`src/rtl/hnf_rxchan.sv`:
```
// hnf_rxchan: receive side of a credited flit link.
//
// Grants L-credits to the sender (rxlcrdv), accepts inbound flits against
// those credits into a circular FIFO, and presents the oldest entry to a
// ready/valid consumer. A flit arriving while the sender holds no credit is
// dropped and latches proto_err until reset.
//
// Ports:
//   clock       rising-edge clock
//   reset       asynchronous active-low reset
//   rxflit      inbound flit
//   rxflitv     inbound flit valid
//   rxflitpend  early-warning flit pending (registered into flitpend_q)
//   rxlcrdv     registered credit grant, one credit per asserted cycle
//   link_en     1 = grant credits, 0 = stop granting
//   deq_flit    head entry (don't-care while deq_valid=0)
//   deq_valid   head entry present
//   deq_ready   consumer accepts the head entry
//   occupancy   entries held
//   crd_out     credits currently held by the sender
//   crd_idle    no credits outstanding and queue empty
//   proto_err   sticky: flit received with no credit outstanding
module hnf_rxchan #(
  parameter int unsigned FLIT_W  = 128,
  parameter int unsigned DEPTH   = 8,
  parameter int unsigned NUM_CRD = DEPTH,
  localparam int unsigned OCC_W  = $clog2(DEPTH + 1),
  localparam int unsigned CRD_W  = $clog2(NUM_CRD + 1)
) (
  input  logic              clock,
  input  logic              reset,
  input  logic [FLIT_W-1:0] rxflit,
  input  logic              rxflitv,
  input  logic              rxflitpend,
  output logic              rxlcrdv,
  input  logic              link_en,
  output logic [FLIT_W-1:0] deq_flit,
  output logic              deq_valid,
  input  logic              deq_ready,
  output logic [OCC_W-1:0]  occupancy,
  output logic [CRD_W-1:0]  crd_out,
  output logic              crd_idle,
  output logic              proto_err
);

  localparam int unsigned PTR_W = (DEPTH > 1) ? $clog2(DEPTH) : 1;
  localparam int unsigned SUM_W = OCC_W + 1;

  localparam logic [CRD_W-1:0] CRD_MAX  = CRD_W'(NUM_CRD);
  localparam logic [CRD_W-1:0] CRD_ONE  = CRD_W'(1);
  localparam logic [OCC_W-1:0] OCC_ONE  = OCC_W'(1);
  localparam logic [SUM_W-1:0] SUM_MAX  = SUM_W'(DEPTH);
  localparam logic [PTR_W-1:0] PTR_ONE  = PTR_W'(1);
  localparam logic [PTR_W-1:0] PTR_LAST = PTR_W'(DEPTH - 1);

  // One settling cycle after reset before the first grant goes out.
  typedef enum logic {
    ST_WAKE,
    ST_LIVE
  } link_state_e;

  link_state_e       state_q, state_d;
  logic              flitpend_q, flitpend_d;
  logic              rxlcrdv_q, rxlcrdv_d;
  logic [CRD_W-1:0]  crd_q, crd_d;
  logic [OCC_W-1:0]  occ_q, occ_d;
  logic              err_q, err_d;
  logic [PTR_W-1:0]  wr_ptr_q, wr_ptr_d;
  logic [PTR_W-1:0]  rd_ptr_q, rd_ptr_d;
  logic [FLIT_W-1:0] mem_q [DEPTH];

  logic              crd_nz;
  logic              accept_pend;
  logic              accept_late;
  logic              accept;
  logic              pop;
  logic [SUM_W-1:0]  sum_d;

  always_comb begin
    flitpend_d  = rxflitpend;
    crd_nz      = (crd_q != '0);
    // A flit without a preceding pending indication is still legal as long
    // as a credit backs it; both cases are accepted identically.
    accept_pend = rxflitv & flitpend_q & crd_nz;
    accept_late = rxflitv & ~flitpend_q & crd_nz;
    accept      = accept_pend | accept_late;
    pop         = (occ_q != '0) & deq_ready;
    err_d       = err_q | (rxflitv & ~crd_nz);

    crd_d = crd_q;
    if (rxlcrdv_q && !accept) begin
      crd_d = crd_q + CRD_ONE;
    end else if (!rxlcrdv_q && accept) begin
      crd_d = crd_q - CRD_ONE;
    end

    occ_d = occ_q;
    if (accept && !pop) begin
      occ_d = occ_q + OCC_ONE;
    end else if (!accept && pop) begin
      occ_d = occ_q - OCC_ONE;
    end

    wr_ptr_d = wr_ptr_q;
    if (accept) begin
      wr_ptr_d = (wr_ptr_q == PTR_LAST) ? '0 : wr_ptr_q + PTR_ONE;
    end
    rd_ptr_d = rd_ptr_q;
    if (pop) begin
      rd_ptr_d = (rd_ptr_q == PTR_LAST) ? '0 : rd_ptr_q + PTR_ONE;
    end

    state_d = ST_LIVE;

    // The grant is registered, so the credit it carries lands in crd_q one
    // edge later. Judging against the post-edge counts (which already include
    // any grant currently on the wire) keeps crd_out within NUM_CRD and
    // crd_out+occupancy within DEPTH without over-issuing.
    sum_d     = SUM_W'(crd_d) + SUM_W'(occ_d);
    rxlcrdv_d = (state_q == ST_LIVE) & link_en & (crd_d < CRD_MAX) & (sum_d < SUM_MAX);
  end

  always_ff @(posedge clock or negedge reset) begin
    if (!reset) begin
      state_q    <= ST_WAKE;
      flitpend_q <= 1'b0;
      rxlcrdv_q  <= 1'b0;
      crd_q      <= '0;
      occ_q      <= '0;
      err_q      <= 1'b0;
      wr_ptr_q   <= '0;
      rd_ptr_q   <= '0;
    end else begin
      state_q    <= state_d;
      flitpend_q <= flitpend_d;
      rxlcrdv_q  <= rxlcrdv_d;
      crd_q      <= crd_d;
      occ_q      <= occ_d;
      err_q      <= err_d;
      wr_ptr_q   <= wr_ptr_d;
      rd_ptr_q   <= rd_ptr_d;
    end
  end

  // Storage carries no reset; contents are only observed while deq_valid=1.
  always_ff @(posedge clock) begin
    if (accept) begin
      mem_q[wr_ptr_q] <= rxflit;
    end
  end

  assign rxlcrdv   = rxlcrdv_q;
  assign deq_valid = (occ_q != '0);
  assign deq_flit  = mem_q[rd_ptr_q];
  assign occupancy = occ_q;
  assign crd_out   = crd_q;
  assign crd_idle  = (crd_q == '0) && (occ_q == '0);
  assign proto_err = err_q;

endmodule

```
`config.mk`:
```
export PLATFORM = sky130hd
export DESIGN_NAME = hnf_rxchan
export DESIGN_NICKNAME = d
export VERILOG_FILES = /design/src/rtl/hnf_rxchan.sv
export SDC_FILE = /design/constraint.sdc
export NUM_CORES = 1
export LEC_CHECK = 0
export ABC_AREA = 1
export CAP_MARGIN = 20
export CORE_MARGIN = 8
export CORE_UTILIZATION = 40
export DETAILED_ROUTE_END_ITERATION = 8
export SLEW_MARGIN = 0
export SYNTH_ARGS = -nofsm -noshare
export SYNTH_HDL_FRONTEND = slang
export SYNTH_SLANG_ARGS = --single-unit
```
`constraint.sdc`:
```
create_clock -name clock -period 7.1 [get_ports clock]
set_input_delay 1.065 -clock clock [delete_from_list [all_inputs] [get_ports clock]]
set_output_delay 1.065 -clock clock [all_outputs]
set_load 0.01 [all_outputs]
```
# After elaboration in Yosys (flattened, before gate mapping)
# Memory sizes are Yosys's and may differ from the RTL's.
# Index checks and enable logic that the tools add are counted.
op_classes:
  n_lt_le_gt_ge: 2
  n_reduce_logical: 12
  n_bitwise: 13
  n_eq_ne: 2
  n_addsub: 7
  mux: 8
ops:
  columns: ["operator", "n"]
  rows:
  - ["$mux W4", 4]
  - ["$and A1 B1 Y1", 9]
  - ["$add A4 B1 Y4 const B", 2]
  - ["$logic_not A4 Y1", 2]
  - ["$reduce_bool A4 Y1", 2]
  - ["$sub A4 B1 Y4 const B", 2]
  - ["$add A3 B1 Y3 const B", 2]
  - ["$eq A3 B3 Y1 const B", 2]
  - ["$mux W3", 2]
  - ["$add A4 B4 Y5", 1]
  - ["$logic_and A1 B1 Y1", 5]
  - ["$lt A5 B4 Y1 const B", 1]
  - ["$lt A4 B4 Y1 const B", 1]
  - ["$logic_not A1 Y1", 3]
  - ["$mux W1", 2]
  - ["$not A1 Y1", 2]
  - ["$or A1 B1 Y1", 2]
totals:
  ram_bits: 1024
  wordCells: 53
  register_bits: 18
  memories: 1
  input_bits: 134
  output_inout_bits: 140
memory_table:
  columns: ["memory", "words", "width", "rd", "rd_ports_with_merged_regs", "wr", "line", "source"]
  rows:
  - ["mem_q", 8, 128, 1, 0, 1, "70", "logic [FLIT_W-1:0] mem_q [DEPTH];"]

# Longest topological paths before layout
# Gate-level depths: netlist of run 1.
logic_depth:
  word_depth: 11
  mapped_depth: 15

# Worst setup path after synthesis of run 1
# OpenSTA, ideal clock, no wires.
synth_timing:
  kind: "input to register"
  from: "input port rxflitv"
  to: "memory mem_q[0][0], enable pin"
  setup_slack_ns: -0.380
  path_stages: 4
  t_arrival_ns: 6.863
  n_path_buf: 0
  required_ns: 6.483
  cell_sequence: "inv_1 > a21oi_1 > nand2_1 > nor2_1"
synth_via:
  elab_chain_len: 5
  word_cells_on_any_way: 7
synth_rtl:
  columns: ["item", "line", "source"]
  rows:
  - ["start, declared", "33", "input logic rxflitv,"]
  - ["$and A1 B1 Y1, on equally long branches (2 in a row)", "84, 85", null]
  - ["$or A1 B1 Y1 *", "86", "accept = accept_pend | accept_late;"]
  - ["$mux W1 *", "147", "if (accept) begin"]
  - ["$mux W1 (implied by the code) *", "148", "mem_q[wr_ptr_q] <= rxflit;"]
  - ["end, declared", "70", null]
# Every way passes the cells marked *; elsewhere a longest branch is shown, timed or not.

# Worst setup path after layout of run 1
layout_timing:
  from: "register rd_ptr_q[0]"
  to: "output port deq_flit[72]"
layout_via:
  elab_chain_len: 1
layout_rtl:
  columns: ["item", "line", "source"]
  rows:
  - ["start, declared", "69", "logic [PTR_W-1:0] rd_ptr_q, rd_ptr_d;"]
  - ["start signal, assigned", "141", "rd_ptr_q <= rd_ptr_d;"]
  - ["$mem_v2 Z8 W128", null, null]
  - ["end, declared", "37", "output logic [FLIT_W-1:0] deq_flit,"]
# Every way passes these cells.

==> results.md, run 1 <==
* Number of nets with antenna violations after detailed routing at 0
* Summed instance area of the synthesized netlist at ~0.04 sq mm
* Avg Inst Size Synth at 13.3 sq um
* Cell depth of the worst min-delay path at 1
* Overall die width at roughly 330 um
* Drt initial violations at 1433
* Initial cell density of the core at 40.3%
* Number of port buffers at 272
* Signed area change from the synthesized netlist to the final layout at 18.0%
* Upper clock frequency limit at roughly 0.18 GHz
* Clock period minus worst slack at 5.47 ns
* Headroom to the max-slew limit at ~28%
* Final core utilization at 47.6%
* Remaining design rule violation count at 0
* Vias at approximately 24000
* Clock buffers created by TritonCTS at between 100 and 150
* Global-route congestion overflow total at 0
* Grt met1 use at a little over a fifth
* Die outline height at roughly 330 um
* Total setup buffers inserted after CTS at 0
* Fill cells at slightly below 9000
* Outcome: finished, final reports clean
* Pre-CTS setup slack at around 2.4 ns
* GR Util met3 at 3.54%
* Final slew viol count at 0
* Antenna violations before repair at 14
* HPWL after detailed placement at 46000 um
* Synthesis Warnings at 0
* Standard-cell rows at about 120
* Worst clock skew on the final layout at 0.0331 ns
* Gr usage total at between 15 and 20%
* Post-route total power at 20300 uW
* Setup repair after global routing missed its margin: no
* Via/cell ratio at approximately 5.2
* CTS H-Tree Depth at 3
* Slew at the pin closest to its max-slew limit at about 1.1 ns
* Share of layout cells above drive strength 1 at 6.18%
* Data required time at the worst endpoint at between 6 and 7 ns
* Post-synth cell types at 30
* Number of endpoints failing setup at the final stage at 0
* Routability congestion estimate at between 0.7 and 0.8
* Total Nets Final at about 3400
* Hold WS at between 0.4 and 0.5 ns
* Routed WL per cell at approximately 20 um
* Clock tree from TritonCTS: done
* Synthesized flop and latch total at roughly 1000
* Core area at 0.100 sq mm
* Worst EP arrival at between 4 and 5 ns
* Number of placed I/O pins at between 200 and 300
* MaxCap Viol Count at 0
* Hold Crit Class: flip-flop to flip-flop
* Pleak at roughly 0.015 uW
* Buffers from clock root to sink, at most at 3
* DIE AREA at around 0.11 sq mm
* Cell Area, Placed at ~0.044 sq mm
* Number of iterations in the first detailed-routing pass at 4
* Crit Path Class: flip-flop to output port
* Final WS setup at roughly 1.6 ns
* Post-Synthesis Net Count at around 3200
* Type of destination of the critical path: output port
* Final worst path period share at between 70 and 80%
* Root buf cell: sky130_fd_sc_hd__clkbuf_16
* Instance count of the mapped netlist at a little over 3000
* Design Area, Final at ~0.048 sq mm
* Hold Buf Count CTS at 0
* Largest net degree at the start of global routing at roughly 230
* Maximum net fanout on the critical path at around 190
* CTS clk-pin slew, worst paths at ~0.060 ns
* Largest voltage drop on the vdd net at 0.340 mV
* Number of cells on the worst reg-to-reg path at 6
* Global-route wire length before repair at approximately 140000 um
* Post-cts repair resize count at 0
* Final hold violations at 0
* Aggregate routed wire length at 94600 um
* Insertion delay of the later-clocked pin in the worst-skew pair at 0.70 ns
* Share of the yosys chip area belonging to registers at 77.4%
* Kind of start point of the critical path: flip-flop
* Global routing's busiest layer: met2
* Total power per unit cell area at around 430 mW/mm^2
* Clock sink count at 1041
* Routing usage on met2 at around 28%
* Vias in the first global route at ~24000
* FF-to-FF setup slack at between 3 and 4 ns
-- cells in the mapped netlist, drive strengths merged --
master / count / area, sq um
conb: 1 / 3.75
o22ai: 129 / 807
ha: 11 / 138
clkbuf: 116 / 435
edfxtp: 1024 / 30700
nor2: 914 / 3430
xor2: 1 / 8.76
buf: 81 / 552
clkinv: 1 / 3.75
a31oi: 128 / 801
a21boi: 1 / 7.51
o21ai: 524 / 2620
a21oi: 5 / 25.0
nor4b: 1 / 8.76
inv: 19 / 76.3
o21bai: 1 / 7.51
nand3b: 2 / 15.0
dfrtp: 17 / 425
or2: 2 / 12.5
nand3: 8 / 40.0
nand2: 33 / 126
-- state kept, by name (all words and copies together), names as in the netlist --
register and cells:
rxlcrdv 1, crd_out 4, proto_err 1, rd_ptr_q 3
occupancy 4, mem_q 1024, state_q 1, wr_ptr_q 3
-- path summary, 6_finish.rpt --
path,start,end
worst max register to register,crd_out[0],mem_q[0][79]
worst min-delay path,proto_err,proto_err
min in group asynchronous,reset,occupancy[3]
max in group asynchronous,reset,rd_ptr_q[0]
worst min register to register,proto_err,proto_err
worst max-delay path,rd_ptr_q[0],deq_flit[72]
-- kinds of logic after synthesis --
family,synth area share [%]
simple gates,9.02
compound gates,10.6
other cells,0.00931
fa+ha+maj,0.342
flops,77.4
buf+inv,2.65
xor+xnor,0.0217
-- where the power goes --
group	total, uW	leakage, uW	switching, uW	internal (uW)
clock network	5340	0.00164	2320	3020
logic	7050	0.00424	4440	2610
registers	7950	0.00949	275	7670
total	20300	0.0154	7040	13300
-- layout make-up --
| cell class | count | area, sq um | area share (%) |
|---|---|---|---|
| clock inverters | 63 | 489 | 1.03 |
| inverters | 20 | 106 | 0.224 |
| well taps | 1298 | 1620 | 3.42 |
| clock buffers | 140 | 2890 | 6.07 |
| multi-input cells | 1761 | 8110 | 17.1 |
| flip-flops and latches | 1041 | 31200 | 65.6 |
| repair buffers | 311 | 3130 | 6.58 |
| diodes | 9 | 22.5 | 0.0474 |
-- metrics by stage --
step	instances	TNS [ns]
after floorplan	3019	-194.58
after global placement	4431	0
after detailed placement	4431	0
after CTS	4634	0
after global routing	4640	0
final	4643	0
-- worst max-delay path, stage by stage (launching register included) --
cell and delay [ns]:
sky130_fd_sc_hd__dfrtp_4 0.76, sky130_fd_sc_hd__buf_4 0.63, sky130_fd_sc_hd__buf_12 0.55, sky130_fd_sc_hd__o21ai_0 0.21
sky130_fd_sc_hd__o22ai_1 0.20, sky130_fd_sc_hd__nor2_1 0.06, sky130_fd_sc_hd__a31oi_1 0.37, sky130_fd_sc_hd__clkdlybuf4s50_1 0.63
-- cells in the final DEF (no fill, tap or decap), types with 6 or more instances in the layout --
cell                              instances
sky130_fd_sc_hd__diode_2                  9
sky130_fd_sc_hd__clkinv_4                 6
sky130_fd_sc_hd__clkinv_1                23
sky130_fd_sc_hd__ha_1                    11
sky130_fd_sc_hd__clkdlybuf4s50_1        272
sky130_fd_sc_hd__buf_4                   30
sky130_fd_sc_hd__a31oi_1                128
sky130_fd_sc_hd__o21ai_0                521
sky130_fd_sc_hd__nor2_1                 906
sky130_fd_sc_hd__inv_1                   17
sky130_fd_sc_hd__buf_12                   9
sky130_fd_sc_hd__clkbuf_16              110
sky130_fd_sc_hd__nand2_1                 32
sky130_fd_sc_hd__clkbuf_1                28
sky130_fd_sc_hd__dfrtp_1                 15
sky130_fd_sc_hd__clkinv_2                18
sky130_fd_sc_hd__edfxtp_1              1024
sky130_fd_sc_hd__nor2_4                   8
sky130_fd_sc_hd__nand3_1                  8
sky130_fd_sc_hd__o22ai_1                129
-- per-layer routing --
metal	routed length, um	part of all wire (%)	vias to the layer above
li1	-	-	11562
met1	40800	43	11920
met2	46500	49	486
met3	5090	5.4	148
met4	2100	2.2	10
met5	68	0.072	-
(Power assumes the default switching activity.)
==> run 2: changes to the inputs <==
Clock period 7.1 ns to 5.2 ns, I/O delays scaled along.
==> results.md, run 2 (synthesis gave the netlist of run 1 again) <==
* Global-route wire length before repair at 143000 um
* Hold Buf Count CTS at 0
* Clock tree from TritonCTS: done
* Worst EP arrival at about 4 ns
* Final slew viol count at 0
* Pleak at 0.0155 uW
* Grt met1 use at around 21%
* MaxCap Viol Count at 0
* Root buf cell: sky130_fd_sc_hd__clkbuf_16
* Data required time at the worst endpoint at about 4.4 ns
* Slew at the pin closest to its max-slew limit at about 0.95 ns
* Design Area, Final at roughly 0.048 sq mm
* Number of nets with antenna violations after detailed routing at 0
* Total Nets Final at 3396
* Vias at between 20000 and 25000
* Final worst path period share at between 90 and 100%
* Number of placed I/O pins at about 270
* Insertion delay of the later-clocked pin in the worst-skew pair at 0.68 ns
* Via/cell ratio at between 5 and 6
* Fill cells at roughly 8700
* Clock period minus worst slack at 4.77 ns
* Clock buffers created by TritonCTS at roughly 110
* Post-route total power at ~28000 uW
* Total negative slack at 0 ns
* Remaining design rule violation count at 0
* Global routing's busiest layer: met2
* Outcome: finished, final reports clean
* Aggregate routed wire length at between 90000 and 100000 um
* Largest net degree at the start of global routing at roughly 180
* Buffers from clock root to sink, at most at 3
* Upper clock frequency limit at 0.210 GHz
* Highest-count cells in the layout ignoring fill and taps: sky130_fd_sc_hd__edfxtp_1, sky130_fd_sc_hd__nor2_1, sky130_fd_sc_hd__o21ai_0
* Gr usage total at approximately 16%
* Total power per unit cell area at 589 mW/mm^2
* CTS H-Tree Depth at 3
* Antenna violations before repair at 11
* Maximum net fanout on the critical path at 70
* Type of destination of the critical path: output port
* DIE AREA at roughly 0.11 sq mm
* Commonest non-fill, non-tap cell in the layout: sky130_fd_sc_hd__edfxtp_1
* Share of layout cells above drive strength 1 at 6.38%
* Biggest register: mem_q
* Crit Path Class: flip-flop to output port
* CTS clk-pin slew, worst paths at about 0.060 ns
* Number of port buffers at approximately 270
* Signed area change from the synthesized netlist to the final layout at 18.9%
* Setup repair after global routing missed its margin: no
* Vias in the first global route at 23566
* Hold Crit Class: flip-flop to flip-flop
* Global-route congestion overflow total at 0
* Headroom to the max-slew limit at 36.5%
* Standard-cell rows at around 120
* Routed WL per cell at ~20 um
* Initial cell density of the core at approximately two fifths
* GR Util met3 at around 3.5%
* Largest voltage drop on the vdd net at approximately 0.48 mV
* Core area at 0.100 sq mm
* Largest register FFs at between 1000 and 1500
* HPWL after detailed placement at between 40000 and 50000 um
* Kind of start point of the critical path: flip-flop
* Die outline height at around 330 um
* Routing usage on met2 at between 20% and 30%
* Clock sink count at between 1000 and 1500
* Final hold violations at 0
* Routability congestion estimate at 0.715
* Number of endpoints failing setup at the final stage at 0
* Post-cts repair resize count at 0
* Hold WS at a little under 0.5 ns
* Overall die width at between 300 and 400 um
* Cell Area, Placed at about 0.044 sq mm
* Total setup buffers inserted after CTS at 0
* Drt initial violations at ~1400
* Number of iterations in the first detailed-routing pass at 5
* Worst clock skew on the final layout at 0.0186 ns
-- run 2: changes by cell type in the layout (fill, tap and decap cells not counted), moves of 2 or more --
cell / delta
sky130_fd_sc_hd__buf_12: +17
sky130_fd_sc_hd__buf_4: -8
sky130_fd_sc_hd__bufinv_16: +8
sky130_fd_sc_hd__clkbuf_1: -12
sky130_fd_sc_hd__clkbuf_8: -2
sky130_fd_sc_hd__clkinv_1: +8
sky130_fd_sc_hd__clkinv_2: -3
sky130_fd_sc_hd__clkinv_4: -5
sky130_fd_sc_hd__clkinv_8: -3
sky130_fd_sc_hd__clkinvlp_4: +3
sky130_fd_sc_hd__diode_2: -3
sky130_fd_sc_hd__inv_6: +2
-- run 2: where the power goes --
group	switching [uW]	internal, uW
combinational	6160	3730
clock	3100	4410
sequential	344	10500
total	9600	18600
-- run 2: area by class of cell --
| cell class | instances | area, sq um | area share [%] |
|---|---|---|---|
| sequential | 1041 | 31200 | 65.1 |
| multi-input combinational | 1761 | 8110 | 16.9 |
| timing repair buffer | 320 | 3410 | 7.11 |
| clock buffer | 125 | 2790 | 5.82 |
| tap | 1298 | 1620 | 3.39 |
| clock inverter | 72 | 681 | 1.42 |
| inverter | 20 | 106 | 0.222 |
| antenna | 6 | 15.0 | 0.0313 |
-- run 2: metal layers --
metal,part of all wire (%),up-vias
li1,-,11559
met1,43,11999
met2,49,530
met3,5.9,127
met4,1.8,10
met5,0.073,-
-- run 2: path summary, 6_finish.rpt --
check,depth (start not counted),start,endpoint,slack [ns]
worst max-delay path,6,rd_ptr_q[0],deq_flit[75],0.43
worst min-delay path,1,proto_err,proto_err,0.48
worst max register to register,6,crd_out[0],mem_q[4][91],2.31
worst min register to register,1,proto_err,proto_err,0.48
max in group asynchronous,1,reset,rd_ptr_q[0],4.05
min in group asynchronous,1,reset,rd_ptr_q[1],0.56
-- run 2: stage by stage --
stage               setup slack [ns]  utilization (%)  instances
floorplan                      -2.00                -       3019
global placement                1.16             44.4       4440
detailed placement              1.18             44.4       4440
CTS                            0.395             47.9       4637
global route                   0.160             47.9       4637
finish                         0.431             47.9       4643
-- run 2: worst max-delay path, stage by stage (launching register included) --
cell,delay (ns)
sky130_fd_sc_hd__dfrtp_4,1.01
sky130_fd_sc_hd__buf_4,0.73
sky130_fd_sc_hd__o21ai_0,0.19
sky130_fd_sc_hd__o22ai_1,0.22
sky130_fd_sc_hd__nor2_1,0.06
sky130_fd_sc_hd__a31oi_1,0.39
sky130_fd_sc_hd__clkdlybuf4s50_1,0.64
